## config.mk

```make
export PLATFORM = sky130hd
export DESIGN_NAME = seg_scan_driver
export DESIGN_NICKNAME = d
export VERILOG_FILES = /design/src/rtl/seg_scan_driver.sv
export SDC_FILE = /design/constraint.sdc
export NUM_CORES = 1
export LEC_CHECK = 0
export ABC_AREA = 1
export CAP_MARGIN = 15
export CELL_PAD_IN_SITES_DETAIL_PLACEMENT = 0
export CELL_PAD_IN_SITES_GLOBAL_PLACEMENT = 1
export CORE_AREA = 2 2 105 107
export CTS_BUF_LIST = sky130_fd_sc_hd__clkbuf_8 sky130_fd_sc_hd__clkbuf_16
export CTS_CLUSTER_DIAMETER = 200
export CTS_CLUSTER_SIZE = 20
export DETAILED_ROUTE_END_ITERATION = 12
export DIE_AREA = 0 0 107 109
export PLACE_DENSITY_LB_ADDON = 0.12
export SYNTH_ARGS = -nofsm -noshare
export SYNTH_HDL_FRONTEND = slang
export SYNTH_SLANG_ARGS = --single-unit
```

## constraint.sdc

```tcl
create_clock -name clk -period 3.8 [get_ports clk]
set_input_delay 0.76 -clock clk [delete_from_list [all_inputs] [get_ports clk]]
set_output_delay 0.76 -clock clk [all_outputs]
set_load 0.02 [all_outputs]
```

## src/rtl/seg_scan_driver.sv

```systemverilog
// Multiplexed 4-digit seven-segment driver. It double-buffers BCD digits so a frame never tears,
// blanks leading zeros, and blanks all anodes at the start of each digit slot.
module seg_scan_driver #(
  parameter int REFRESH_DIV  = 100_000,
  parameter int BLANK_CYCLES = 1_000
) (
  input  logic        clk,
  input  logic        reset,
  input  logic [15:0] digits,
  input  logic [3:0]  dp,
  input  logic        load,
  input  logic        blank_lz,
  output logic [6:0]  seven_seg,
  output logic        dp_n,
  output logic [3:0]  an,
  output logic        frame_done
);

  localparam int            CW       = $clog2(REFRESH_DIV);
  localparam logic [CW-1:0] CNT_LAST = CW'(REFRESH_DIV - 1);
  localparam logic [CW-1:0] GAP_END  = CW'(BLANK_CYCLES);
  localparam logic [6:0]    SEG_OFF  = 7'b1111111;

  logic [CW-1:0] r_cnt;
  logic [1:0]    r_idx;
  logic [15:0]   r_disp_digits;
  logic [3:0]    r_disp_dp;
  logic [15:0]   r_pend_digits;
  logic [3:0]    r_pend_dp;
  logic          r_pend_v;
  logic [6:0]    r_seg;
  logic          r_dp_n;
  logic [3:0]    r_an;
  logic          r_frame_done;

  logic          w_slot_end;
  logic          w_boundary;
  logic          w_gap;
  logic [3:0]    w_nib;
  logic [3:0]    w_zero;
  logic          w_lz_blank;
  logic [6:0]    w_seg_nxt;
  logic          w_dp_n_nxt;
  logic [3:0]    w_an_nxt;

  function automatic logic [6:0] bcd_to_seg(input logic [3:0] nib);
    case (nib)
      4'd0:    return 7'b0000001;
      4'd1:    return 7'b1001111;
      4'd2:    return 7'b0010010;
      4'd3:    return 7'b0000110;
      4'd4:    return 7'b1001100;
      4'd5:    return 7'b0100100;
      4'd6:    return 7'b0100000;
      4'd7:    return 7'b0001111;
      4'd8:    return 7'b0000000;
      4'd9:    return 7'b0000100;
      default: return SEG_OFF;
    endcase
  endfunction

  assign w_slot_end = (r_cnt == CNT_LAST);
  assign w_boundary = w_slot_end && (r_idx == 2'd3);
  assign w_gap      = (r_cnt < GAP_END);

  // Slot timing: cnt walks through one slot, idx advances once per slot.
  // NOTE: every clocked process uses non-blocking assignments so all registers update
  // from the same pre-edge values; blocking here would create order-dependent races.
  always_ff @(posedge clk or negedge reset) begin
    if (!reset) begin
      r_cnt <= '0;
      r_idx <= 2'd0;
    end else if (w_slot_end) begin
      r_cnt <= '0;
      r_idx <= r_idx + 2'd1;
    end else begin
      r_cnt <= r_cnt + CW'(1);
    end
  end

  // Pending/display double buffer. A load coinciding with the boundary still commits the
  // older pending value, and the new value waits for the following frame.
  // NOTE: both buffers are ordinary registers, not a memory array, so they reset cleanly
  // and a reset discards any pending value.
  always_ff @(posedge clk or negedge reset) begin
    if (!reset) begin
      r_disp_digits <= '0;
      r_disp_dp     <= '0;
      r_pend_digits <= '0;
      r_pend_dp     <= '0;
      r_pend_v      <= 1'b0;
    end else begin
      if (w_boundary && r_pend_v) begin
        r_disp_digits <= r_pend_digits;
        r_disp_dp     <= r_pend_dp;
      end
      if (load) begin
        r_pend_digits <= digits;
        r_pend_dp     <= dp;
        r_pend_v      <= 1'b1;
      end else if (w_boundary) begin
        r_pend_v <= 1'b0;
      end
    end
  end

  assign w_zero[0] = (r_disp_digits[3:0]   == 4'd0);
  assign w_zero[1] = (r_disp_digits[7:4]   == 4'd0);
  assign w_zero[2] = (r_disp_digits[11:8]  == 4'd0);
  assign w_zero[3] = (r_disp_digits[15:12] == 4'd0);

  // NOTE: each combinational block assigns a default first so no path leaves a
  // variable unassigned, which would otherwise infer a latch.
  always_comb begin
    w_nib = r_disp_digits[3:0];
    case (r_idx)
      2'd1:    w_nib = r_disp_digits[7:4];
      2'd2:    w_nib = r_disp_digits[11:8];
      2'd3:    w_nib = r_disp_digits[15:12];
      default: w_nib = r_disp_digits[3:0];
    endcase
  end

  // A digit is a leading zero only if it and every digit to its left are zero;
  // blank_lz acts live on the display rather than through the buffer.
  always_comb begin
    w_lz_blank = 1'b0;
    if (blank_lz) begin
      case (r_idx)
        2'd3:    w_lz_blank = w_zero[3];
        2'd2:    w_lz_blank = &w_zero[3:2];
        2'd1:    w_lz_blank = &w_zero[3:1];
        default: w_lz_blank = 1'b0;
      endcase
    end
  end

  always_comb begin
    w_an_nxt   = 4'b1111;
    w_seg_nxt  = SEG_OFF;
    w_dp_n_nxt = 1'b1;
    if (!w_gap) begin
      w_an_nxt   = ~(4'b0001 << r_idx);
      w_seg_nxt  = w_lz_blank ? SEG_OFF : bcd_to_seg(w_nib);
      w_dp_n_nxt = ~r_disp_dp[r_idx];
    end
  end

  always_ff @(posedge clk or negedge reset) begin
    if (!reset) begin
      r_an         <= 4'b1111;
      r_seg        <= SEG_OFF;
      r_dp_n       <= 1'b1;
      r_frame_done <= 1'b0;
    end else begin
      r_an         <= w_an_nxt;
      r_seg        <= w_seg_nxt;
      r_dp_n       <= w_dp_n_nxt;
      r_frame_done <= w_boundary;
    end
  end

  assign an         = r_an;
  assign seven_seg  = r_seg;
  assign dp_n       = r_dp_n;
  assign frame_done = r_frame_done;

endmodule

```

# Word level (Yosys, flattened, before mapping)
# Memory sizes are Yosys's and may differ from the RTL's.
# Cells that the tools add are included.
dict set report word_totals {
  register_bits 73
  rom_bits 112
  input_bits 24
  out_inout_bits 13
  wordCells 43
  n_memories 1
}
dict set report classes {
  addsub 2
  magnitude_cmp 2
  eq_ne 4
  shifts 1
  muxes 12
  n_bitwise 2
  reduce_logical 8
}
# memory words word_bits rd rd_ports_with_merged_regs write_ports line
set memory_table {}
lappend memory_table {{(name not given)} 16 7 1 0 0 47} ;# case (nib)
# op n
set ops {}
lappend ops {{$add A17 B1 Y17 const B} 1}
lappend ops {{$eq A17 B17 Y1 const B} 1}
lappend ops {{$lt A17 B10 Y1 const B} 1}
lappend ops {{$mux W17} 1}
lappend ops {{$mux W7} 2}
lappend ops {{$logic_not A4 Y1} 3}
lappend ops {{$pmux W4 S3} 1}
lappend ops {{$mux W1} 5}
lappend ops {{$eq A2 B2 Y1 const B} 2}
lappend ops {{$mux W4} 1}
lappend ops {{$not A4 Y4} 1}
lappend ops {{$shl A1 B2 Y4 const A} 1}
lappend ops {{$lt A2 B3 Y1 const B} 1}
lappend ops {{$pmux W1 S3} 1}
lappend ops {{$reduce_and A3 Y1} 1}
lappend ops {{$add A2 B1 Y2 const B} 1}
lappend ops {{$bmux W1 S2} 1}
lappend ops {{$eq A2 B1 Y1 const B} 1}
lappend ops {{$logic_and A1 B1 Y1} 2}
lappend ops {{$reduce_and A2 Y1} 1}
lappend ops {{$reduce_bool A2 Y1} 1}
lappend ops {{$not A1 Y1} 1}

# Logic depth before layout (Yosys ltp)
# Gate-level depths: netlist (run 1).
dict set report depth {
  ltp_word 6
  depth_mapped 13
  depth_no_buf 13
}

# Worst setup path before layout (run 1)
# Ideal clock, no wire load.
dict set report synth_timing {
  kind {flip-flop to flip-flop}
  startpoint {register r_idx[0]}
  endpoint {register r_seg[3], in the netlist seven_seg[3]}
  setup_ns 0.088
  t_arrival_ns 1.828
  required_ns 3.712
  setup_slack_ns 1.884
  path_stages_with_launch 12
  path_buffers 0
  period_less_slack_ns 1.916
  path_cell_list {dfrtp_1 > inv_1 > ha_1 > nand2_1 > nand2_1 > nor2_1 > nor2_1 > inv_1 > ha_1 > nand3b_1 > nand3_1 > nand3_1}
}
dict set report synth_between {
  elab_chain_cells 5
  word_cells_on_any_way 9
  cone_classes {3 x eq/ne; 5 x mux; 1 x memory}
}
# element line
set synth_rtl {}
lappend synth_rtl {{start, declared} 25} ;# logic [1:0] r_idx;
lappend synth_rtl {{start signal, assigned} 75} ;# r_idx <= r_idx + 2'd1;
lappend synth_rtl {{$eq A2 B2 Y1 / $eq A2 B1 Y1 (equally long branches)} {116, 129}}
lappend synth_rtl {{$pmux W4 S3 / $pmux W1 S3 (equally long branches)} {116, 129}}
lappend synth_rtl {{$mem_v2 Z16 W7 / $mux W1 (equally long branches)} n/a}
lappend synth_rtl {{$mux W7 (*)} 144} ;# w_seg_nxt = w_lz_blank ? SEG_OFF : bcd_to_seg(w_nib);
lappend synth_rtl {{$mux W7 (*)} 142} ;# if (!w_gap) begin
lappend synth_rtl {{via w_seg_nxt[3]} 42} ;# logic [6:0] w_seg_nxt;
lappend synth_rtl {{end signal, assigned} 157} ;# r_seg <= w_seg_nxt;
lappend synth_rtl {{end, declared} 31} ;# logic [6:0] r_seg;
# The timed path passes the listed nets; every way through them passes the cells marked *.
# A chain may end at the register's enable or synchronous reset.

# Worst setup path after layout (run 1)
dict set report layout_timing {
  startpoint {register r_an[1], in the netlist an[1]}
  endpoint {output port an[1]}
}
# element line
set layout_rtl {}
lappend layout_rtl {{start, declared} 33} ;# logic [3:0] r_an;
lappend layout_rtl {{start signal, assigned} 156} ;# r_an <= w_an_nxt;
lappend layout_rtl {{end, declared} 15} ;# output logic [3:0] an,
# No word-level cell between the ends.

==> metrics, run 1 <==
wire per inst 12.7 um; Slowest cell on crit path clkdlybuf4s50_1; class of the tightest hold or removal check in -> async; Fin Clk Skew between 0.01 and 0.015 ns; total track usage 14.9%; number of H-tree levels 3; Yosys warning total 0; number of buffers added by the clock tree synthesis step 9; Port-buffer cells 36; area of the core ~0.011 mm^2; number of search-and-repair iterations in the first detailed-routing pass 4; overall overflow remaining after global route 0; sequential cell area fraction in the yosys report 51.3%; Die Height approximately 110 um; multi-input gate area in the final layout 0.00156 mm^2; Placer Congestion between 0.8 and 0.9; share of post-route cells with drive strength above 1 11.2%; Critical Path RT a little over 3 ns; Cell variety after synth 32; Detail Route Antenna Nets 0; number of buffers inserted for hold repair after clock tree synthesis 0; final routed wirelength across all metal layers 7.78 mm; net count reported at finish 503; total number of clock tree sinks 73; Area growth syn-to-layout 19.3%; vias in the first global route 2659; relative max-transition margin 51.6%; buffer depth of the longest clock path 2; overall power consumption around 1.5 mW; worst path cell trace clkdlybuf4s50_1; CTS tree done; Startpoint Class flop; CTS root buffer clkbuf_8; Synth Register Bits 73; number of fill cells between 1000 and 1500; VDD IR max 0.143 mV; setup violation total in the final timing report 0; clock-pin slew on the worst setup and hold paths 0.08 ns; antenna violations before repair 0; Max Clk Rate 0.452 GHz; max cap viols 0; CP Data Arrival Time 1.45 ns; number of DRC markers in iteration 0 133; I/O pin cnt 37; Die Wd 107 um; starting density of the core 33.9%; global-route wire length before repair 13.4 mm; Power Dens Cells 356 mW/mm^2; number of instances in the synthesized netlist between 400 and 500; total negative slack for setup checks 0 ns; capturing element type of the critical path output port; syn_nets 463; unrepaired setup endpoints after global routing no; remaining design rule violation count 0; area of the die 0.0117 mm^2; Final Hold Viols 0; post-CTS setup buffer count 0; part of the cycle the worst path needs 58.2%; buffering stage count on the worst path with inverters included 1; total number of vias 2731; largest delay contributor family on the critical path buffers and inverters; sequential cell area in the final layout ~0.0018 mm^2; number of cells upsized or downsized after cts 0; cell area after synthesis 0.00359 mm^2; Crit Path Category reg -> out; max-slew violation count 0; status completed; number of antenna cells inserted 0; clock period minus worst slack 2.21 ns; largest stage delay on the critical path 0.60 ns; pin count of the biggest net entering global routing 30; average size of a mapped cell around 8.4 um^2; vias per cell 4.46; insertion delay of the later-clocked pin in the worst-skew pair approximately 0.34 ns; highest fanout seen on the critical path 1; total leakage power ~2.1 nW; pin slew with the least headroom to its limit 0.726 ns; HPWL after detailed placement 5.80 mm; Site Rows 38
metal layers:
layer	routed length (um)	global-route usage [%]	part of all wire, %
met1	3880	19.9	50
met2	3440	23.3	44
met5	0	0	0
met3	280	3.71	3.6
met4	185	6.03	2.4
cells in the final DEF (no fill, tap or decap), drive strengths merged:
cell type | synthesis | final
a21oi | 3 | 3
buf | 6 | 4
bufinv | 0 | 2
clkbuf | 4 | 9
clkdlybuf4s50 | 0 | 35
clkinv | 0 | 2
clkinvlp | 0 | 1
dfrtp | 61 | 61
dfstp | 12 | 12
ha | 12 | 12
inv | 30 | 32
nand2 | 167 | 167
nand3 | 49 | 49
nand3b | 3 | 3
nand4 | 5 | 5
nor2 | 45 | 45
nor3 | 4 | 4
nor3b | 2 | 2
o21ai | 9 | 9
o21bai | 1 | 1
o22ai | 1 | 1
or2 | 2 | 2
xnor2 | 1 | 1
xor2 | 10 | 10
stage by stage:
stage	cell area (um^2)	util, %	std cells	hold slack [ns]	setup slack (ns)
2_1_floorplan	3590	-	427	0.433	1.88
3_3_place_gp	4070	38.4	596	0.452	1.65
3_5_place_dp	4070	38.4	596	0.459	1.61
4_1_cts	4280	40.4	612	0.468	1.55
5_1_grt	4280	40.4	612	0.489	1.40
6_report	4280	40.4	612	0.457	1.59
cell usage after synthesis:
library cell	instances	area, um^2
nand2_1	162	608
dfrtp_1	61	1530
nand3_1	47	235
nor2_1	36	135
inv_1	26	97.6
dfstp_2	12	315
ha_1	12	150
xor2_1	10	87.6
o21ai_0	7	35.0
nor2_2	6	37.5
nand4_1	5	31.3
buf_6	4	45.0
clkbuf_1	4	15.0
inv_2	4	15.0
nand2_2	4	25.0
nor3_1	4	20.0
nand3b_1	3	22.5
a21oi_1	2	10.0
nor2_4	2	22.5
nor3b_1	2	15.0
o21ai_2	2	17.5
or2_1	2	12.5
a21oi_4	1	16.3
buf_2	1	5.00
buf_4	1	7.51
nand2_4	1	11.3
nand3_2	1	10.0
nand3_4	1	17.5
nor2_8	1	20.0
o21bai_1	1	7.51
o22ai_1	1	6.26
xnor2_1	1	8.76
power by group:
part | total [mW] | switching, mW | internal, mW
clock | 0.655 | 0.290 | 0.365
sequential | 0.806 | 0.0107 | 0.796
combinational | 0.0654 | 0.0349 | 0.0305
final cells by class:
cell class,count,area share [%]
Clock buffer,9,2.89
Clock inverter,7,2.07
Inverter,30,2.63
Multi-Input combinational cell,314,36.5
Sequential cell,73,43.0
Tap cell,140,4.09
Timing Repair Buffer,39,8.82
final timing paths:
| check | from | end | slack, ns | cells after the start |
|---|---|---|---|---|
| worst min register to register | r_cnt[0] | r_cnt[0] | 0.47 | 1 |
| max in group asynchronous | reset | an[0] | 2.49 | 2 |
| worst min-delay path | reset | r_cnt[8] | 0.46 | 1 |
| min in group clk | r_cnt[0] | r_cnt[0] | 0.47 | 1 |
| worst max-delay path | an[1] | an[1] | 1.59 | 1 |
| worst max register to register | r_idx[0] | seven_seg[3] | 1.62 | 11 |
state kept, by name, summed over array words and instances, names as in the netlist:
| name | count |
|---|---|
| r_cnt | 17 |
| r_disp_digits | 16 |
| r_pend_digits | 16 |
| seven_seg | 7 |
| an | 4 |
| r_disp_dp | 4 |
| r_pend_dp | 4 |
| r_idx | 2 |
| dp_n | 1 |
| frame_done | 1 |
| r_pend_v | 1 |
kinds of logic (layout without fill, tap and decap cells):
kind of cell,Yosys count,after routing,share of synthesized area [%]
xor gates and xnor gates,11,11,2.68
DFF,73,73,51.3
adders and majority gates,12,12,4.18
and+or+nand+nor,277,277,34.1
buffers and inverters,40,85,5.16
AOI/OAI and AO/OA,14,14,2.58
(Power assumes the default switching activity.)
==> inputs of run 2 (changes only) <==
Clock period 3.8 ns to 1.9 ns, I/O delays scaled along.
==> run 2 against run 1 <==
Non-clock buffer count increased by 24; flip-flop and latch count unchanged; combinational power increased by 110%.
==> metrics, run 2 (synthesized netlist as in run 1, its figures left out) <==
status completed; Largest register FFs 17 (unchanged); total track usage 15.0% (+0.070 points); min-delay src r_cnt[0]; wire per inst 12.5 um (-1.4%); number of fill cells 1099 (-1.5%); Port-buffer cells 36 (unchanged); total number of clock tree sinks 73 (unchanged); Max Clk Rate 0.538 GHz; overall overflow remaining after global route 0 (unchanged); final routed wirelength across all metal layers 7.98 mm (+2.5%); Worst Reg2Reg Path Length in Cells 11 (unchanged); vias per cell 4.37 (-2.0%); clock-pin slew on the worst setup and hold paths 0.08 ns (about the same); Hold Path Stages 1; CP Data Arrival Time 1.48 ns (+0.03 ns); Area growth syn-to-layout 27.6%; Startpoint Class flop; sequential cell area in the final layout 0.00184 mm^2 (+0.14%); length of routed met3 wiring 244 um (-13%); remaining design rule violation count 0 (unchanged); relative max-transition margin 71.4% (+20 points); total leakage power 2.22 nW (+6.3%); overall power consumption 2.99 mW (+96%); highest layer used for signal routing met4; part of the cycle the worst path needs 97.8%; area of the die 0.0117 mm^2 (unchanged); capturing element type of the critical path output port; Site Rows 38 (unchanged); top register by number of flip-flops r_cnt; Power Dens Cells 653 mW/mm^2 (+83%); VDD IR max 0.344 mV (+140%); Hold EP r_cnt[0]; net count reported at finish 527 (+4.8%); starting density of the core 33.9% (unchanged); highest fanout seen on the critical path 1 (unchanged); I/O pin cnt 37 (unchanged); Final Hold Viols 0 (unchanged); leading cell types in the layout, fill and taps excluded 160 x nand2_1, 59 x dfrtp_1, 47 x nand3_1; share of post-route cells with drive strength above 1 17.7% (+6.5 points); max cap viols 0 (unchanged); number of DRC markers in iteration 0 118 (-11%); setup violation total in the final timing report 0 (unchanged); most frequent standard cell in the layout excluding fill and tap cells nand2_1; CTS tree done; largest stage delay on the critical path 0.59 ns (about the same); capture point of the worst reg-to-reg path seven_seg[3]; Critical Path RT 1.52 ns (-1.52 ns); Worst R2R Start r_idx[1]; total negative slack for setup checks 0 ns (unchanged); HPWL after detailed placement 5.89 mm (+1.5%); buffering stage count on the worst path with inverters included 1 (unchanged); Placer Congestion 0.826 (-0.22%); number of buffers added by the clock tree synthesis step 9 (unchanged); biggest regs r_cnt: 17 flops, r_disp_digits: 16 flops, r_pend_digits: 16 flops; area of the core 0.0106 mm^2 (unchanged); multi-input gate area in the final layout 0.00162 mm^2 (+3.9%); total number of vias 2781 (+1.8%); CTS root buffer clkbuf_8; max-slew violation count 0 (unchanged); class of the tightest hold or removal check reg -> reg; buffer depth of the longest clock path 2 (unchanged); largest delay contributor family on the critical path buffers and inverters; vias in the first global route 2656 (-0.11%); number of antenna cells inserted 0 (unchanged); Detail Route Antenna Nets 0 (unchanged); worst path cell trace clkdlybuf4s50_1; clock period minus worst slack between 1.5 and 2 ns; Slowest cell on crit path clkdlybuf4s50_1; number of search-and-repair iterations in the first detailed-routing pass 4 (unchanged); Worst R2R Setup Slack 0.07 ns (-1.55 ns); insertion delay of the later-clocked pin in the worst-skew pair 0.36 ns (+0.02 ns); Die Wd 107 um (unchanged); unrepaired setup endpoints after global routing yes; Crit Path Category reg -> out; pin count of the biggest net entering global routing 29 (-3.3%); sum of met2 wire segment lengths after detailed routing 3.40 mm (-1.1%); number of H-tree levels 3 (unchanged); pin slew with the least headroom to its limit 0.429 ns (-0.297 ns); Die Height 109 um (unchanged); detailed-routing wirelength on met1 4.11 mm (+6.0%); Fin Clk Skew 0.00733 ns (-0.00356 ns); global-route wire length before repair 13.3 mm (-0.72%); antenna violations before repair 0 (unchanged)
run 2: cell count changes in the layout (fill, tap and decap cells not counted), sizes merged:
cell | previous run | this run
inv | 32 | 33
bufinv | 2 | 1
buf | 4 | 27
clkinv | 2 | 1
dlygate4sd3 | 0 | 1
clkbuf | 9 | 10
run 2: repair_timing:
action | CTS | global route
endpoints found under the hold margin | 12 | 0
resized for setup | 0 | 21
setup endpoints to repair | 0 | 7
hold buffers | 1 | 0
buffers inserted | 0 | 5
run 2: per-stage QoR:
step	area, um^2	setup slack [ns]	utilization [%]	hold slack (ns)	instances
after floorplan	3590	0.00463	-	0.0844	427
final	4580	0.0416	43.2	0.456	636
after detailed placement	4260	0.0493	40.2	0.342	614
after global routing	4580	-0.0828	43.2	0.487	636
after CTS	4460	0.0199	42.1	0.461	631
after global placement	4260	0.0997	40.2	0.340	614
run 2: worst max-delay path by stage:
| stage | depth (start not counted) | endpoint | from | slack [ns] |
|---|---|---|---|---|
| finish | 1 | dp_n | dp_n | 0.04 |
| global placement | 10 | seven_seg[3] | r_idx[0] | 0.1 |
| floorplan | 11 | seven_seg[3] | r_idx[0] | 0.005 |
| CTS | 1 | dp_n | dp_n | 0.02 |
| global route | 11 | seven_seg[3] | r_idx[1] | -0.08 |
| detailed placement | 11 | seven_seg[3] | r_idx[0] | 0.05 |
run 2: per-layer routing:
layer	vias to the layer above	GRT usage, %
met5	-	0
met4	0	8.07
met3	15	2.51
met2	55	21.7
met1	1235	21.4
li1	1476	-
run 2: cell type report:
type / count / area share [%]
Tap cell: 140 / 3.82
Timing Repair Buffer: 63 / 13.5
Multi-Input combinational cell: 314 / 35.5
Clock buffer: 10 / 3.00
Inverter: 30 / 2.68
Sequential cell: 73 / 40.3
Clock inverter: 6 / 1.28
run 2: where the power goes:
part | internal (mW) | total (mW) | switching (mW)
combinational | 0.0705 | 0.139 | 0.0689
sequential | 1.59 | 1.61 | 0.0206
clock | 0.635 | 1.24 | 0.603
==> inputs of run 3 (changes only) <==
Settings changed: CTS_BUF_LIST sky130_fd_sc_hd__clkbuf_8 sky130_fd_sc_hd__clkbuf_16 to default, PLACE_DENSITY_LB_ADDON 0.12 to 0.1.
==> run 3 against run 2 <==
Non-clock buffer count down 1; global-route usage about the same; setup slack better by 0.011 ns; register-to-register slack worse by 0.02 ns; maximum frequency up 0.58%.
==> metrics, run 3 (synthesized netlist as in run 1, its figures left out) <==
status completed; max-slew violation count 0 (unchanged); Slowest cell on crit path dfrtp_1; vias per cell 4.40 (+0.73%); highest fanout seen on the critical path 8 (+7); Site Rows 38 (unchanged); Detail Route Antenna Nets 0 (unchanged); CTS tree done; global-route wire length before repair 13.6 mm (+2.7%); Placer Congestion 0.810 (-1.9%); pin count of the biggest net entering global routing 74 (+160%); most frequent standard cell in the layout excluding fill and tap cells nand2_1; pin slew with the least headroom to its limit 0.416 ns (-0.0127 ns); number of buffers added by the clock tree synthesis step 9 (unchanged); net count reported at finish 526 (-0.19%); total leakage power 2.20 nW (-0.91%); area of the core 0.0106 mm^2 (unchanged); CTS root buffer clkbuf_8; Port-buffer cells 36 (unchanged); biggest regs r_cnt: 17 flops, r_disp_digits: 16 flops, r_pend_digits: 16 flops; Critical Path RT 2.16 ns (+0.64 ns); HPWL after detailed placement 5.62 mm (-4.5%); number of buffers inserted for hold repair after clock tree synthesis 0 (-1); antenna violations before repair 0 (unchanged); number of search-and-repair iterations in the first detailed-routing pass 4 (unchanged); Power Internal 2.26 mW (-1.6%); Die Height 109 um (unchanged); Largest register FFs 17 (unchanged); crit path setup slack, layout 0.0523 ns (+0.0107 ns); I/O pin cnt 37 (unchanged); Area growth syn-to-layout 26.9%; number of DRC markers in iteration 0 153 (+30%); Post-Place Worst Slack 0.0434 ns (-0.00590 ns); insertion delay of the later-clocked pin in the worst-skew pair 0.34 ns (-0.02 ns); buffering stage count on the worst path with inverters included 3 (+2); remaining design rule violation count 0 (unchanged); total number of clock tree sinks 73 (unchanged); VDD IR max 0.322 mV (-6.2%); starting density of the core 33.9% (unchanged); hold slack final 0.0248 ns (-0.432 ns); clock period minus worst slack 1.85 ns (-0.0107 ns); share of post-route cells with drive strength above 1 18.0% (+0.24 points); switching power share of the total 23.4% (+0.22 points); CP Data Arrival Time 2.11 ns (+0.63 ns); Power Dens Cells 648 mW/mm^2 (-0.70%); placement-stage cell area 0.00423 mm^2 (-0.65%); overall overflow remaining after global route 0 (unchanged); Max Clk Rate 0.541 GHz (+0.58%); final routed wirelength across all metal layers 7.97 mm (about the same); Crit Path Category reg -> reg; number of H-tree levels 3 (unchanged); area of the die 0.0117 mm^2 (unchanged); Final Hold Viols 0 (unchanged); max cap viols 0 (unchanged); part of the cycle the worst path needs 97.2% (-0.56 points); portion of total power attributed to sequential cells 54.6% (+0.7 points); wire per inst 12.6 um (+0.14%); top register by number of flip-flops r_cnt; class of the tightest hold or removal check in -> async; Startpoint Class flop; clock group share of total power 40.9% (-0.5 points); relative max-transition margin 72.2% (+0.85 points); total track usage 15.0% (about the same); setup violation total in the final timing report 0 (unchanged); part of the total power dissipated in combinational logic 4.4% (-0.3 points); net switching power 0.690 mW (-0.35%); buffer depth of the longest clock path 2 (unchanged); Die Wd 107 um (unchanged); largest delay contributor family on the critical path simple AND/OR/NAND/NOR gates; largest stage delay on the critical path 0.45 ns (-0.14 ns); vias in the first global route 2818 (+6.1%); post-layout instance area 0.00455 mm^2 (-0.57%); leading cell types in the layout, fill and taps excluded 159 x nand2_1, 60 x dfrtp_1, 47 x nand3_1; total number of vias 2797 (+0.58%); unrepaired setup endpoints after global routing yes; Fin Clk Skew 0.0106 ns (+0.00328 ns); clock-pin slew on the worst setup and hold paths 0.08 ns (about the same); worst path cell trace inv_2 > ha_4 > inv_6 > nand2_2 > nor2_1 > nor2_1 > inv_1 > ha_1 > nand3b_1 > nand3_1 > nand3_1; capturing element type of the critical path flop; number of antenna cells inserted 0 (unchanged); total negative slack for setup checks 0 ns (unchanged)
-- run 3: final cells by class --
| cell class | count | area, um^2 |
|---|---|---|
| clock buffer | 11 | 131 |
| clock inverter | 5 | 56.3 |
| fill | 1096 | 6050 |
| inverter | 30 | 120 |
| multi-input combinational | 314 | 1640 |
| sequential | 73 | 1840 |
| tap | 140 | 175 |
| timing repair buffer | 62 | 592 |
-- run 3: power by group through the flow --
stage	clock (mW)	sequential, mW	combinational [mW]
2_1_floorplan	0	1.64	0.0432
3_3_place_gp	0	1.64	0.135
3_5_place_dp	0	1.64	0.137
4_1_cts	1.25	1.61	0.137
5_1_grt	1.32	1.62	0.155
6_report	1.21	1.61	0.131
-- run 3: final timing paths --
| check | startpoint | cells after the start | to | slack [ns] |
|---|---|---|---|---|
| max reg2reg | r_idx[1] | 11 | seven_seg[3] | 0.05 |
| max | r_idx[1] | 11 | seven_seg[3] | 0.05 |
| min | reset | 2 | r_cnt[8] | 0.02 |
| min in group clk | r_cnt[0] | 1 | r_cnt[0] | 0.46 |
| max in group asynchronous | reset | 2 | seven_seg[2] | 1.48 |
| min reg2reg | r_cnt[0] | 1 | r_cnt[0] | 0.46 |
-- run 3: what timing repair did --
item                                    in CTS  in global routing
buffers inserted                             0                  7
gates resized for setup                      0                 21
endpoints found under the setup margin       0                  7
endpoints found under the hold margin        0                  0
-- run 3: stage by stage --
step	util, %	instances	power (mW)
2_1_floorplan	-	427	1.68
5_1_grt	43.0	635	3.10
3_3_place_gp	39.9	612	1.78
4_1_cts	41.7	628	3.00
3_5_place_dp	39.9	612	1.78
6_report	43.0	635	2.95
-- run 3: layer usage --
layer	routed length (um)	up-vias	track usage, %
met5	0	-	0
met4	165	0	6.22
met3	180	12	2.69
met2	3650	36	23.7
met1	3980	1272	20.4
li1	-	1477	-
